**src/rtl/hazard_scoreboard_if.sv**
```systemverilog
// Decode-side hazard/forwarding bundle between ID stage and scoreboard.
// master = decode stage (drives ID fields), slave = scoreboard.
interface hazard_scoreboard_if #(
  parameter int REG_W = 4,
  parameter int SEL_W = 3
);
  logic             id_valid;
  logic [REG_W-1:0] id_src1;
  logic [REG_W-1:0] id_src2;
  logic             id_two_src;
  logic [REG_W-1:0] id_dest;
  logic             id_wb_en;
  logic             id_mem_r_en;
  logic             flush;
  logic             stall;
  logic [SEL_W-1:0] fwd_sel1;
  logic [SEL_W-1:0] fwd_sel2;
  logic [31:0]      stall_cnt;

  modport master (
    output id_valid, id_src1, id_src2, id_two_src,
    output id_dest, id_wb_en, id_mem_r_en, flush,
    input  stall, fwd_sel1, fwd_sel2, stall_cnt
  );

  modport slave (
    input  id_valid, id_src1, id_src2, id_two_src,
    input  id_dest, id_wb_en, id_mem_r_en, flush,
    output stall, fwd_sel1, fwd_sel2, stall_cnt
  );
endinterface

```
**src/rtl/hazard_scoreboard.sv**
```systemverilog
// Shift scoreboard of in-flight destinations (EX..WB) resolving ID sources
// into forwarding selects or a stall; ports: clk, rst, hz (slave bundle).
module hazard_scoreboard #(
  parameter int REG_W  = 4,
  parameter int DEPTH  = 3,
  parameter int FWD_EN = 1,
  parameter int SEL_W  = 3
) (
  input  logic clk,
  input  logic rst,
  hazard_scoreboard_if.slave hz
);

  logic [DEPTH-1:0] v_q;
  logic [DEPTH-1:0] ld_q;
  logic [REG_W-1:0] dst_q [DEPTH];
  logic [31:0]      cnt_q;

  logic [DEPTH-1:0] m1;
  logic [DEPTH-1:0] m2;
  logic [SEL_W-1:0] s1;
  logic [SEL_W-1:0] s2;
  logic             hazard;
  logic             stall;
  logic             ins;

  always_comb begin
    m1 = '0;
    m2 = '0;
    for (int k = 0; k < DEPTH; k++) begin
      m1[k] = hz.id_valid & v_q[k] & (dst_q[k] == hz.id_src1);
      m2[k] = hz.id_valid & hz.id_two_src & v_q[k] &
              (dst_q[k] == hz.id_src2);
    end
  end

  // Scan oldest to youngest so the youngest producer wins.
  always_comb begin
    s1 = '0;
    s2 = '0;
    for (int k = DEPTH - 1; k >= 0; k--) begin
      if (m1[k]) s1 = SEL_W'(k + 1);
      if (m2[k]) s2 = SEL_W'(k + 1);
    end
  end

  // Entry 0 is the youngest, so a hit there always wins the priority.
  always_comb begin
    hazard      = 1'b0;
    hz.fwd_sel1 = '0;
    hz.fwd_sel2 = '0;
    if (FWD_EN != 0) begin
      hazard      = (m1[0] | m2[0]) & ld_q[0];
      hz.fwd_sel1 = s1;
      hz.fwd_sel2 = s2;
    end else begin
      hazard = (|m1) | (|m2);
    end
  end

  assign stall        = hazard & ~hz.flush;
  assign ins          = ~(stall | hz.flush);
  assign hz.stall     = stall;
  assign hz.stall_cnt = cnt_q;

  always_ff @(posedge clk or posedge rst) begin
    if (rst) begin
      v_q  <= '0;
      ld_q <= '0;
      for (int k = 0; k < DEPTH; k++) dst_q[k] <= '0;
    end else begin
      for (int k = 1; k < DEPTH; k++) begin
        v_q[k]   <= v_q[k-1];
        ld_q[k]  <= ld_q[k-1];
        dst_q[k] <= dst_q[k-1];
      end
      v_q[0]   <= ins & hz.id_valid & hz.id_wb_en;
      ld_q[0]  <= ins & hz.id_mem_r_en;
      dst_q[0] <= hz.id_dest;
    end
  end

  always_ff @(posedge clk or posedge rst) begin
    if (rst) begin
      cnt_q <= '0;
    end else if (stall && cnt_q != 32'hFFFF_FFFF) begin
      cnt_q <= cnt_q + 32'd1;
    end
  end

endmodule

```
**src/flat_wrapper.sv**
```systemverilog
// flat-port wrapper written by rule: the top's interface ports become plain ports
module hazard_scoreboard_flat 
#(
  parameter int REG_W  = 4,
  parameter int DEPTH  = 3,
  parameter int FWD_EN = 1,
  parameter int SEL_W  = 3
)
  (clk, rst, hz_id_valid, hz_id_src1, hz_id_src2, hz_id_two_src, hz_id_dest, hz_id_wb_en, hz_id_mem_r_en, hz_flush, hz_stall, hz_fwd_sel1, hz_fwd_sel2, hz_stall_cnt);
  hazard_scoreboard_if #(.REG_W(REG_W), .SEL_W(SEL_W)) hz_i ();
  input  logic clk;
  input  logic rst;
  input wire logic [$bits(hz_i.id_valid)-1:0] hz_id_valid;
  input wire logic [$bits(hz_i.id_src1)-1:0] hz_id_src1;
  input wire logic [$bits(hz_i.id_src2)-1:0] hz_id_src2;
  input wire logic [$bits(hz_i.id_two_src)-1:0] hz_id_two_src;
  input wire logic [$bits(hz_i.id_dest)-1:0] hz_id_dest;
  input wire logic [$bits(hz_i.id_wb_en)-1:0] hz_id_wb_en;
  input wire logic [$bits(hz_i.id_mem_r_en)-1:0] hz_id_mem_r_en;
  input wire logic [$bits(hz_i.flush)-1:0] hz_flush;
  output wire logic [$bits(hz_i.stall)-1:0] hz_stall;
  output wire logic [$bits(hz_i.fwd_sel1)-1:0] hz_fwd_sel1;
  output wire logic [$bits(hz_i.fwd_sel2)-1:0] hz_fwd_sel2;
  output wire logic [$bits(hz_i.stall_cnt)-1:0] hz_stall_cnt;
  assign hz_i.id_valid = hz_id_valid;
  assign hz_i.id_src1 = hz_id_src1;
  assign hz_i.id_src2 = hz_id_src2;
  assign hz_i.id_two_src = hz_id_two_src;
  assign hz_i.id_dest = hz_id_dest;
  assign hz_i.id_wb_en = hz_id_wb_en;
  assign hz_i.id_mem_r_en = hz_id_mem_r_en;
  assign hz_i.flush = hz_flush;
  assign hz_stall = hz_i.stall;
  assign hz_fwd_sel1 = hz_i.fwd_sel1;
  assign hz_fwd_sel2 = hz_i.fwd_sel2;
  assign hz_stall_cnt = hz_i.stall_cnt;
  hazard_scoreboard #(.REG_W(REG_W), .DEPTH(DEPTH), .FWD_EN(FWD_EN), .SEL_W(SEL_W)) u_core (.clk(clk), .rst(rst), .hz(hz_i));
endmodule
```
**config.mk**
```make
export PLATFORM = sky130hd
export DESIGN_NAME = hazard_scoreboard_flat
export DESIGN_NICKNAME = d
export VERILOG_FILES = /design/src/rtl/hazard_scoreboard_if.sv /design/src/rtl/hazard_scoreboard.sv /design/src/flat_wrapper.sv
export SDC_FILE = /design/constraint.sdc
export NUM_CORES = 1
export LEC_CHECK = 0
export CORE_UTILIZATION = 44
export DETAILED_ROUTE_END_ITERATION = 6
export PLACE_DENSITY_LB_ADDON = 0.08
export SKIP_LAST_GASP = 1
export SLEW_MARGIN = 20
export SYNTH_ARGS = -nofsm -noshare
export SYNTH_HDL_FRONTEND = slang
export SYNTH_SLANG_ARGS = --single-unit
```
**constraint.sdc**
```tcl
create_clock -name clk -period 3.1 [get_ports clk]
set_clock_uncertainty 0.1 [all_clocks]
set_input_delay 0.31 -clock clk [delete_from_list [all_inputs] [get_ports clk]]
set_output_delay 0.31 -clock clk [all_outputs]
set_load 0.05 [all_outputs]
```
# Word-level counts from Yosys, hierarchy flattened
# Cells that the tools add are included.
[op_classes] add_sub_neg=1 multipliers=0 div_mod_pow=0 n_lt_le_gt_ge=0 eq_ne=7 shifts=0 mux=6 bitwise_logic=22 reduce_logical=1
[ops] operator="$add A32 B1 Y32 const B" count=1
[ops] operator="$ne A32 B32 Y1 const B" count=1
[ops] operator="$eq A4 B4 Y1" count=6
[ops] operator="$and A1 B1 Y1" count=18
[ops] operator="$mux W2" count=6
[ops] operator="$not A1 Y1" count=2
[ops] operator="$or A1 B1 Y1" count=2
[ops] operator="$logic_and A1 B1 Y1" count=1
[totals] reg_bits=48 latch_bits=0 ram_bits=0 mem_bits_ro=0 input_bits=19 output_inout_bits=39 elab_cells=43 n_memories=0

# Depth between registers and ports, before layout
# Gate-level depths: netlist of run 1.
[depth] word_depth=10 depth_mapped=7 mapped_depth_nobuf=6

# Worst setup path before layout of run 1
# Ideal clock, no wire load.
[synth_timing] path_type="register -> register" from="register u_core.cnt_q[8], in the netlist u_core.hz.stall_cnt[8]" to="register u_core.cnt_q[1], in the netlist u_core.hz.stall_cnt[1]" setup_ns=0.125 t_arrival_ns=2.069 required_time_ns=2.875 path_slack_ns=0.807 path_stages_with_launch=6 path_buffers=0 synth_period_minus_slack_ns=2.293 cell_sequence="dfrtp_1 -> nand4_4 -> nor4_4 -> nand3_1 -> nand2_1 -> mux2_2"
[synth_via] elab_chain_len=2
[synth_rtl] element="start, declared" line="hazard_scoreboard.sv:17" source="logic [31:0] cnt_q;"
[synth_rtl] element="start signal, assigned" line="hazard_scoreboard.sv:87" source="cnt_q <= cnt_q + 32'd1;"
[synth_rtl] element="$ne A32 B32 Y1" line="hazard_scoreboard.sv:86" source="end else if (stall && cnt_q != 32'hFFFF_FFFF) begin"
[synth_rtl] element="$logic_and A1 B1 Y1" line="hazard_scoreboard.sv:86"
# No other way between the ends.
# A chain may end at the register's enable or synchronous reset.

# Final worst setup path of run 1
[layout_timing] from="input port hz_id_src1[2]" to="output port hz_fwd_sel1[0]"
[layout_via] elab_chain_len=5 word_cells_on_any_way=9 cone_classes="3 x eq/ne; 3 x mux; 3 x bitwise"
[layout_rtl] element="start, declared" line="flat_wrapper.sv:14" source="input wire logic [$bits(hz_i.id_src1)-1:0] hz_id_src1;"
[layout_rtl] element="$eq A4 B4 Y1" line="hazard_scoreboard.sv:31" source="m1[k] = hz.id_valid & v_q[k] & (dst_q[k] == hz.id_src1);"
[layout_rtl] element="$and A1 B1 Y1" line="hazard_scoreboard.sv:31"
[layout_rtl] element="$mux W2 (2 in series)" line="hazard_scoreboard.sv:42" source="if (m1[k]) s1 = SEL_W'(k + 1);"
[layout_rtl] element="$mux W2 *" line="hazard_scoreboard.sv:42"
[layout_rtl] element="end, declared" line="flat_wrapper.sv:22" source="output wire logic [$bits(hz_i.fwd_sel1)-1:0] hz_fwd_sel1;"
# Every way passes the cells marked *; elsewhere a longest branch is shown, timed or not.

==> key figures, run 1 <==
Run status
  • Outcome: completed

Die
  • Die area: 0.00574 mm^2
  • Starting density of the core: 46.3%
  • Core ar.: around 0.0052 mm^2
  • Die Y: 75.7 um
  • I/O pins: 58
  • Die X: ~76 um
  • Cell Rows: 26

Timing
  • TNS Setup: 0 ps
  • Slew Limit Fails: 0
  • Tightest Pin Transition: 820 ps
  • RSZ-0062 raised after global routing: false
  • Final hold violations: 0
  • Worst rel slew slack: 45.3%
  • Final setup fails: 0
  • Final Cycle Share: around nine tenths
  • Fmax: 0.365 GHz
  • Tmin final: 2740 ps

Clocking
  • CTS tree: built
  • Clock buffer depth: 2
  • Post-CTS sizing: 0
  • Hold_buf cts: 0
  • Clock transition at path regs: 80 ps
  • Htree depth: 2
  • Clk sink count: between 40 and 50
  • Later-pin clock latency in the skew report: 290 ps
  • CTS root buffer: clkbuf_8
  • Setup Buffers After CTS: 0
  • CTS buffer count: 5

Worst setup path
  • Crit path capture type: output port
  • Req. time, crit path: around 2700 ps
  • Crit path largest cell delay: 820 ps
  • CP cell instances: clkdlybuf4s50_1 > xor2_1 > nor3_1 > nand4_1 > nand2b_1 > o21ai_0 > clkdlybuf4s50_1
  • Critical path arrival: 2330 ps
  • Reg2Reg Depth: 6
  • Critical path class: primary input to output port
  • Type of origin of the critical path: primary input
  • Bufs and invs on worst path: 2
  • Worst path top cell family by delay: buffers and inverters
  • Max stage delay cell, worst path: clkdlybuf4s50_1
  • Crit Path Max Fanout: 3
  • Critical path depth in cells: 7
  • Cell repeated most along the worst path: clkdlybuf4s50_1

Synthesis
  • Most frequent cell after synthesis: dfrtp_1
  • Synthesized cell area: 0.00239 mm^2
  • Synth area leader: dfrtp_1
  • Register bit total from synthesis: 48
  • Post-synthesis average cell area: approximately 11 um^2
  • Register area share after synthesis: between 50% and 60%
  • Top cells by area, synth: dfrtp_1, xnor2_1, nand4_1
  • Top post-synthesis cells by count: dfrtp_1, xnor2_1, nand4_1
  • Mapped Cells: between 200 and 250
  • Fraction of registers with async set/reset: 100%
  • Yosys top cell area share: 50.2%
  • EDFF count, synth: 0
  • Distinct cells, synth: 31
  • Yosys warns: 0
  • Synth Flop Type: dfrtp_1

Finish
  • Net count, final: 303
  • Area grow syn2layout: 31.4%
  • Inserted Diodes: 0
  • Layout cells sized above 1: between 7 and 8%
  • Fill cells: 448

Min path
  • Hold WC Path Type: register to register
  • Min-Delay Path Depth: 0

Global routing
  • Largest net degree at the start of global routing: 49
  • Initial antenna violation count: 0
  • Vias in the first global route: ~1800
  • First-pass GRT wire length: 8500 um
  • Total global-route track usage: 20.0%
  • Total grt overflow: 0

Placement
  • HPWL after DPL: 3630 um
  • IO buf count: 55
  • Placer Congestion: 0.792

Power
  • Final Power: 1.17 mW
  • Power Dens Cells: between 300 and 400 mW/mm^2
  • Leakage: 1.30 nW
  • Worst VDD drop: 0.198 mV

Detailed routing
  • 1st-iter DRT viols: 67
  • DR WL/cell: 14.5 um
  • # DRC: 0
  • Vias per cell: ~5.3
  • Post-route ant nets: 0
  • DRT Pass-1 Iters: 4
  • Final WL: 5140 um
  • Via count: between 1500 and 2000

Flow run
  • Maxcap violations: 0
-- stage by stage --
step                utilization, %  instances  setup slack, ps  cell area [um^2]  hold slack (ps)
floorplan                        -        223              807              2400              241
CTS                           60.7        354              347              3140              330
finish                        60.8        354              362              3140              335
global route                  60.8        354              217              3140              331
global placement              58.7        346              376              3030              313
detailed placement            58.7        346              356              3030              310
-- final timing paths --
path,slack [ps],end,start
max in group asynchronous,2050,u_core.hz.stall_cnt[22],rst
min in group asynchronous,380,u_core.hz.stall_cnt[29],rst
hold / removal,340,u_core.v_q[2],u_core.v_q[1]
setup reg to reg,870,u_core.hz.stall_cnt[1],u_core.hz.stall_cnt[29]
setup / recovery,360,hz_fwd_sel1[0],hz_id_src1[2]
hold reg to reg,340,u_core.v_q[2],u_core.v_q[1]
-- worst reg2reg max path: cells and delay by family (launching register included) --
| family | cells | cell delay, ps |
|---|---|---|
| multiplexers | 1 | 330 |
| flip-flops | 1 | 430 |
| AND/OR/NAND/NOR | 4 | 1030 |
| buffers and inverters | 1 | 230 |
-- final cells by class --
class	instances	area, um^2	area share, %
clock buffer	6	72.6	2.31
clock inverter	2	35.0	1.11
inverter	3	12.5	0.398
multi-input combinational	166	1160	36.9
sequential	48	1200	38.2
tap	70	87.6	2.79
timing repair buffer	59	576	18.3
-- power breakdown --
group	switching [mW]	internal (mW)
Sequential	0.0114	0.636
Clock	0.197	0.239
Combinational	0.0476	0.0426
-- flip-flops by register name (all words and copies together) (netlist names) --
name / cells
u_core.dst_q: 12
u_core.ld_q: 1
u_core.hz.stall_cnt: 32
u_core.v_q: 3
-- layer usage --
| layer | share of wire (%) | GRT usage [%] |
|---|---|---|
| met2 | 48 | 32.9 |
| met4 | 0.91 | 5.97 |
| met1 | 47 | 26.3 |
| met3 | 4.8 | 4.76 |
| met5 | 0 | 0 |
-- cell usage in the layout, fill, tap and decap left out, types with 2 or more instances in the layout --
master and count:
a21oi_1 4, and2_1 4, and3_1 10, and4_1 2
buf_4 6, clkbuf_8 5, clkdlybuf4s50_1 53, clkinv_2 2
conb_1 2, dfrtp_1 48, inv_1 2, nand2_1 10
nand2b_1 2, nand3_1 17, nand4_1 28, nor2_1 6
nor3_1 8, nor3b_1 2, nor4b_1 3, o21ai_0 2
xnor2_1 39, xor2_1 16
-- cells by family (layout without fill, tap and decap cells) --
kind of cell	after synthesis	in the layout	share of synthesized area (%)
buf+inv	9	70	1.78
mux	1	1	0.471
flops	48	48	50.2
simple gates	98	98	24.6
xor+xnor	55	55	20.1
other cells	1	2	0.157
compound gates	9	9	2.09
fa+ha+maj	1	1	0.523
Power figures use the tool's default switching activity.
==> run 2: changes to the inputs <==
- PLACE_DENSITY_LB_ADDON: 0.08 -> 0.2
- REMOVE_ABC_BUFFERS: unset -> 1
- SKIP_LAST_GASP: 1 -> unset
==> run 2 against run 1 <==
Global-route usage decreased by 1.1 points. Critical endpoint is now hz_fwd_sel2[1]. Final area rose by 0.96%. Routed wire length down 4.1%. Flip-flop and latch count unchanged. Die area did not move. Power increased by 8.4%. Critical path depth decreased by 1. Utilization up 0.58 points. Maximum frequency fell by 0.88%.
==> key figures, run 2 (same netlist as run 1, synthesis figures left out) <==
Die
  • Die area: 0.00574 mm^2 (unchanged)
  • Starting density of the core: 46.3% (unchanged)
  • Die Y: 75.7 um (unchanged)
  • Core ar.: 0.00517 mm^2 (unchanged)
  • I/O pins: 58 (unchanged)
  • Cell Rows: 26 (unchanged)
  • Die X: 75.7 um (unchanged)

Clocking
  • CTS tree: built
  • Clk sink count: 48 (unchanged)
  • CTS root buffer: clkbuf_8
  • Clock buffer depth: 2 (unchanged)
  • Setup Buffers After CTS: 0 (unchanged)
  • Clock transition at path regs: 90 ps (about the same)
  • Later-pin clock latency in the skew report: 300 ps (about the same)
  • Hold_buf cts: 0 (unchanged)
  • Htree depth: 2 (unchanged)
  • Post-CTS sizing: 0 (unchanged)
  • CTS buffer count: 5 (unchanged)

Timing
  • Final hold violations: 0 (unchanged)
  • Slew Limit Fails: 0 (unchanged)
  • Tmin final: 2760 ps (+24.3 ps)
  • Final worst setup slack: 338 ps (-24.3 ps)
  • Worst rel slew slack: 45.8% (+0.49 points)
  • Tightest Pin Transition: 813 ps (-7.29 ps)
  • Fmax: 0.362 GHz (-0.88%)
  • Final Cycle Share: 89.1% (+0.78 points)
  • RSZ-0062 raised after global routing: false
  • Final setup fails: 0 (unchanged)

Power
  • Reg power frac: 50.9% (-4.2 points)
  • Worst VDD drop: 0.239 mV (+21%)
  • Clk network pwr share: 42.0% (+4.8 points)
  • Power Dens Cells: 401 mW/mm^2 (+7.4%)
  • Combinational Power Share: 7.1% (-0.6 points)
  • Psw: 269 uW (+4.9%)
  • Final Power: 1.27 mW (+8.4%)
  • Internal power: 1.00 mW (+9.4%)
  • Switching portion of total power: 21.1% (-0.70 points)
  • Leakage: 1.31 nW (+1.0%)

Worst setup path
  • Type of origin of the critical path: primary input
  • Worst Setup SP: hz_id_src2[2]
  • RR Startpoint: u_core.hz.stall_cnt[8]
  • R2R Path End: u_core.hz.stall_cnt[1]
  • Crit Path Max Fanout: 3 (unchanged)
  • Capture point of the worst path: hz_fwd_sel2[1]
  • Crit path capture type: output port
  • Critical path arrival: 2350 ps (+20 ps)
  • Reg2Reg Depth: 6 (unchanged)
  • Worst R2R Setup Slack: 810 ps (-60 ps)
  • Critical path class: primary input to output port
  • Req. time, crit path: 2690 ps (about the same)

Detailed routing
  • # DRC: 0 (unchanged)
  • DRT Pass-1 Iters: 4 (unchanged)
  • Final WL: 4930 um (-4.1%)
  • 1st-iter DRT viols: 97 (+45%)
  • Vias per cell: 5.21 (-1.4%)
  • Via count: 1844 (-1.4%)
  • Post-route ant nets: 0 (unchanged)
  • DR WL/cell: 13.9 um (-4.1%)

Placement
  • Setup WS pre-CTS: 348 ps (-7.72 ps)
  • Placer Congestion: 0.815 (+2.9%)
  • HPWL after DPL: 3520 um (-2.8%)
  • IO buf count: 55 (unchanged)

Finish
  • Most frequent cells in the layout: clkdlybuf4s50_1, dfrtp_1, xnor2_1, nand4_1, nand3_1
  • Net count, final: 303 (unchanged)
  • Commonest non-fill, non-tap cell in the layout: clkdlybuf4s50_1
  • Area grow syn2layout: 32.6%
  • Max FFs per register: 32 (unchanged)
  • Layout cells sized above 1: 7.39% (+0.35 points)
  • Inserted Diodes: 0 (unchanged)
  • Fill cells: 438 (-2.2%)

Flow run
  • Maxcap violations: 0 (unchanged)

Global routing
  • Initial antenna violation count: 0 (unchanged)
  • Vias in the first global route: 1683 (-7.1%)
  • First-pass GRT wire length: 8070 um (-5.1%)
  • Total global-route track usage: 18.9% (-1.1 points)
  • Largest net degree at the start of global routing: 49 (unchanged)
  • Total grt overflow: 0 (unchanged)

Min path
  • Hold WC Path Type: register to register

Run status
  • Outcome: completed
==> run 2: cell types whose count changed in the layout (fill, tap and decap cells not counted) <==
| cell | delta |
|---|---|
| bufinv_16 | +1 |
| clkbuf_1 | -1 |
| clkinv_2 | -1 |
| inv_6 | +1 |
==> run 2: per-layer routing <==
metal	global-route usage (%)	vias to the layer above	share of wire, %
met4	4.73	0	1.0
li1	-	916	-
met3	4.50	7	4.5
met2	28.9	50	46
met5	0	-	0
met1	27.1	871	48
==> run 2: worst max-delay path: stages <==
cell and delay, ps:
clkdlybuf4s50_1 490, xor2_1 190, nor3_1 220, nand4_1 140, a21oi_1 170, clkdlybuf4s50_1 830
==> run 2: final cells by class <==
| cell class | count | area (um^2) | share of cell area [%] |
|---|---|---|---|
| Multi-Input combinational cell | 166 | 1160 | 36.5 |
| Clock buffer | 5 | 68.8 | 2.17 |
| Sequential cell | 48 | 1200 | 37.9 |
| Timing Repair Buffer | 59 | 576 | 18.1 |
| Inverter | 3 | 12.5 | 0.394 |
| Tap cell | 70 | 87.6 | 2.76 |
| Clock inverter | 3 | 68.8 | 2.17 |
==> run 2: power by group through the flow <==
stage	Clock [mW]	Combinational [mW]	Sequential [mW]
after global routing	0.577	0.101	0.650
after detailed placement	0	0.0918	0.661
after CTS	0.551	0.0923	0.648
after floorplan	0	0.0480	0.660
after global placement	0	0.0913	0.660
final	0.535	0.0909	0.648
==> run 2: how the worst min path moves through the flow <==
| stage | startpoint | cells after the start | end | slack (ps) |
|---|---|---|---|---|
| after floorplan | hz_id_dest[2] | 0 | u_core.dst_q[10] | 240 |
| after global placement | u_core.v_q[1] | 0 | u_core.v_q[2] | 300 |
| after detailed placement | u_core.v_q[1] | 0 | u_core.v_q[2] | 300 |
| after CTS | u_core.v_q[1] | 0 | u_core.v_q[2] | 320 |
| after global routing | hz_id_dest[0] | 1 | u_core.dst_q[8] | 330 |
| final | u_core.v_q[1] | 0 | u_core.v_q[2] | 320 |
==> run 2: per-stage QoR <==
stage | area (um^2) | setup TNS [ps] | util [%] | std cells | hold WS [ps]
2_1_floorplan | 2360 | -2060 | - | 217 | 241
3_3_place_gp | 3030 | 0 | 58.7 | 346 | 296
3_5_place_dp | 3030 | 0 | 58.7 | 346 | 303
4_1_cts | 3170 | 0 | 61.3 | 354 | 325
5_1_grt | 3170 | 0 | 61.3 | 354 | 326
6_report | 3170 | 0 | 61.3 | 354 | 320
==> run 3: changes to the inputs <==
- DONT_BUFFER_PORTS: unset -> 1
==> run 3 against run 2 <==
Combinational power is 26% lower. Sequential power hardly changed. Critical endpoint is now u_core.hz.stall_cnt[16]. Sequential share of layout area is 4.1 points higher. Final cell count is 6.5% lower.
==> key figures, run 3 (same netlist as run 1, synthesis figures left out) <==
Worst setup path
  • Worst Setup SP: u_core.hz.stall_cnt[1]
  • Reg2Reg Depth: 6 (unchanged)
  • Crit path capture type: register
  • RR Startpoint: u_core.hz.stall_cnt[1]
  • Req. time, crit path: 3190 ps (+500 ps)
  • Critical path class: register to register
  • Crit Path Max Fanout: 7 (+4)
  • Critical path arrival: 2550 ps (+200 ps)
  • Type of origin of the critical path: register

Clocking
  • Clock buffer depth: 2 (unchanged)
  • Clk sink count: 48 (unchanged)
  • Clock transition at path regs: 90 ps (about the same)
  • CTS buffer count: 5 (unchanged)
  • Setup Buffers After CTS: 0 (unchanged)
  • CTS tree: built
  • Htree depth: 2 (unchanged)
  • CTS root buffer: clkbuf_8
  • Later-pin clock latency in the skew report: 300 ps (about the same)

Timing
  • Worst rel slew slack: 45.4% (-0.31 points)
  • Hold Slack: 45.3 ps (-275 ps)
  • Slew Limit Fails: 0 (unchanged)
  • Final setup fails: 0 (unchanged)
  • Tmin final: 2460 ps (-302 ps)
  • Final Cycle Share: 79.4% (-9.7 points)
  • RSZ-0062 raised after global routing: false
  • Fmax: 0.407 GHz (+12%)
  • Final hold violations: 0 (unchanged)
  • Tightest Pin Transition: 818 ps (+5.54 ps)

Die
  • Die X: 75.7 um (unchanged)
  • Starting density of the core: 46.3% (unchanged)
  • Die area: 0.00574 mm^2 (unchanged)
  • Cell Rows: 26 (unchanged)
  • I/O pins: 58 (unchanged)
  • Die Y: 75.7 um (unchanged)
  • Core ar.: 0.00517 mm^2 (unchanged)

Finish
  • Net count, final: 280 (-7.6%)
  • Max FFs per register: 32 (unchanged)
  • Commonest non-fill, non-tap cell in the layout: dfrtp_1
  • Inserted Diodes: 0 (unchanged)
  • Area grow syn2layout: 19.6%
  • Layout cells sized above 1: 17.6% (+10 points)
  • Most frequent cells in the layout: dfrtp_1, xnor2_1, buf_4, nand4_1, nand3_1
  • Fill cells: 457 (+4.3%)

Global routing
  • Largest net degree at the start of global routing: 49 (unchanged)
  • Vias in the first global route: 1796 (+6.7%)
  • First-pass GRT wire length: 8410 um (+4.3%)
  • Total grt overflow: 0 (unchanged)
  • Met2 usage: 31.5% (+2.7 points)
  • Total global-route track usage: 19.4% (+0.54 points)
  • Met1 usage: 25.9% (-1.2 points)
  • GR Util met3: 4.89% (+0.40 points)
  • Global route hottest layer: met2
  • Initial antenna violation count: 0 (unchanged)

Placement
  • Placer Congestion: 0.780 (-4.3%)
  • HPWL after DPL: 3580 um (+1.6%)
  • IO buf count: 0 (-100%)

Power
  • Leakage: 1.26 nW (-3.6%)
  • Combinational Power Share: 5.8% (-1.3 points)
  • Internal power: 903 uW (-10%)
  • Clk network pwr share: 38.6% (-3.4 points)
  • Final Power: 1.16 mW (-8.6%)
  • Power Dens Cells: 407 mW/mm^2 (+1.4%)
  • Worst VDD drop: 0.258 mV (+8.1%)
  • Psw: 261 uW (-2.9%)
  • Reg power frac: 55.6% (+4.7 points)
  • Switching portion of total power: 22.5% (+1.3 points)

Run status
  • Outcome: completed

Detailed routing
  • DRT Pass-1 Iters: 4 (unchanged)
  • Via count: 1738 (-5.7%)
  • Vias per cell: 5.25 (+0.80%)
  • DR WL/cell: 14.9 um (+7.0%)
  • # DRC: 0 (unchanged)
  • 1st-iter DRT viols: 110 (+13%)
  • Post-route ant nets: 0 (unchanged)
  • Final WL: 4930 um (about the same)

Min path
  • Hold WC Path Type: primary input to register
  • HP Start: hz_id_mem_r_en
  • Min-Delay Path Depth: 1 (+1)

Flow run
  • Maxcap violations: 0 (unchanged)
run 3: changes by cell type in the layout (fill, tap and decap cells not counted), sizes merged:
cell	before	now
buf	6	31
clkinv	1	2
inv	3	2
clkinvlp	0	1
dlygate4sd3	0	5
clkdlybuf4s50	53	0
bufinv	2	1
run 3: metal layers:
metal | wire length [um] | part of all wire (%) | vias up
li1 | - | - | 862
met1 | 2330 | 47 | 831
met2 | 2300 | 47 | 40
met3 | 240 | 4.9 | 5
met4 | 61 | 1.2 | 0
met5 | 0 | 0 | -
run 3: power by group through the flow:
stage	registers, mW	logic [mW]	clock network, mW
after global placement	0.659	0.0635	0
after detailed placement	0.659	0.0635	0
final	0.647	0.0677	0.450
after CTS	0.647	0.0681	0.470
after global routing	0.649	0.0776	0.490
after floorplan	0.660	0.0480	0
run 3: through the flow:
step	cells	setup WS (ps)	setup TNS [ps]	utilization, %	cell area (um^2)
6_report	331	640	0	55.3	2860
5_1_grt	331	395	0	55.3	2860
4_1_cts	330	648	0	55.1	2850
3_5_place_dp	318	656	0	52.2	2700
3_3_place_gp	318	730	0	52.2	2700
2_1_floorplan	217	-247	-2060	-	2360
run 3: repair_timing:
action                                 in CTS  in global routing
hold buffers                                4                  1
gates resized for setup                     0                  0
endpoints found under the hold margin       4                 20
run 3: path summary, 6_finish.rpt:
check / to / slack, ps
max: u_core.hz.stall_cnt[16] / 640
min: u_core.ld_q[0] / 50
max reg2reg: u_core.hz.stall_cnt[16] / 640
min reg2reg: u_core.v_q[2] / 310
max in group asynchronous: u_core.hz.stall_cnt[16] / 1910
min in group asynchronous: u_core.hz.stall_cnt[24] / 490
run 3: area by class of cell:
class	instances	area [um^2]	share of cell area [%]
Multi-Input combinational cell	166	1170	40.8
Sequential cell	48	1200	42.0
Clock inverter	3	42.5	1.49
Clock buffer	5	68.8	2.40
Tap cell	70	87.6	3.06
Timing Repair Buffer	36	283	9.88
Inverter	3	12.5	0.437
run 3: worst max-delay path: stages, from the launching register on:
cell and delay, ps:
dfrtp_1 670, ha_1 330, nand3_1 90, nor2_1 280, a21boi_1 540, nand4_1 180
xnor2_1 150
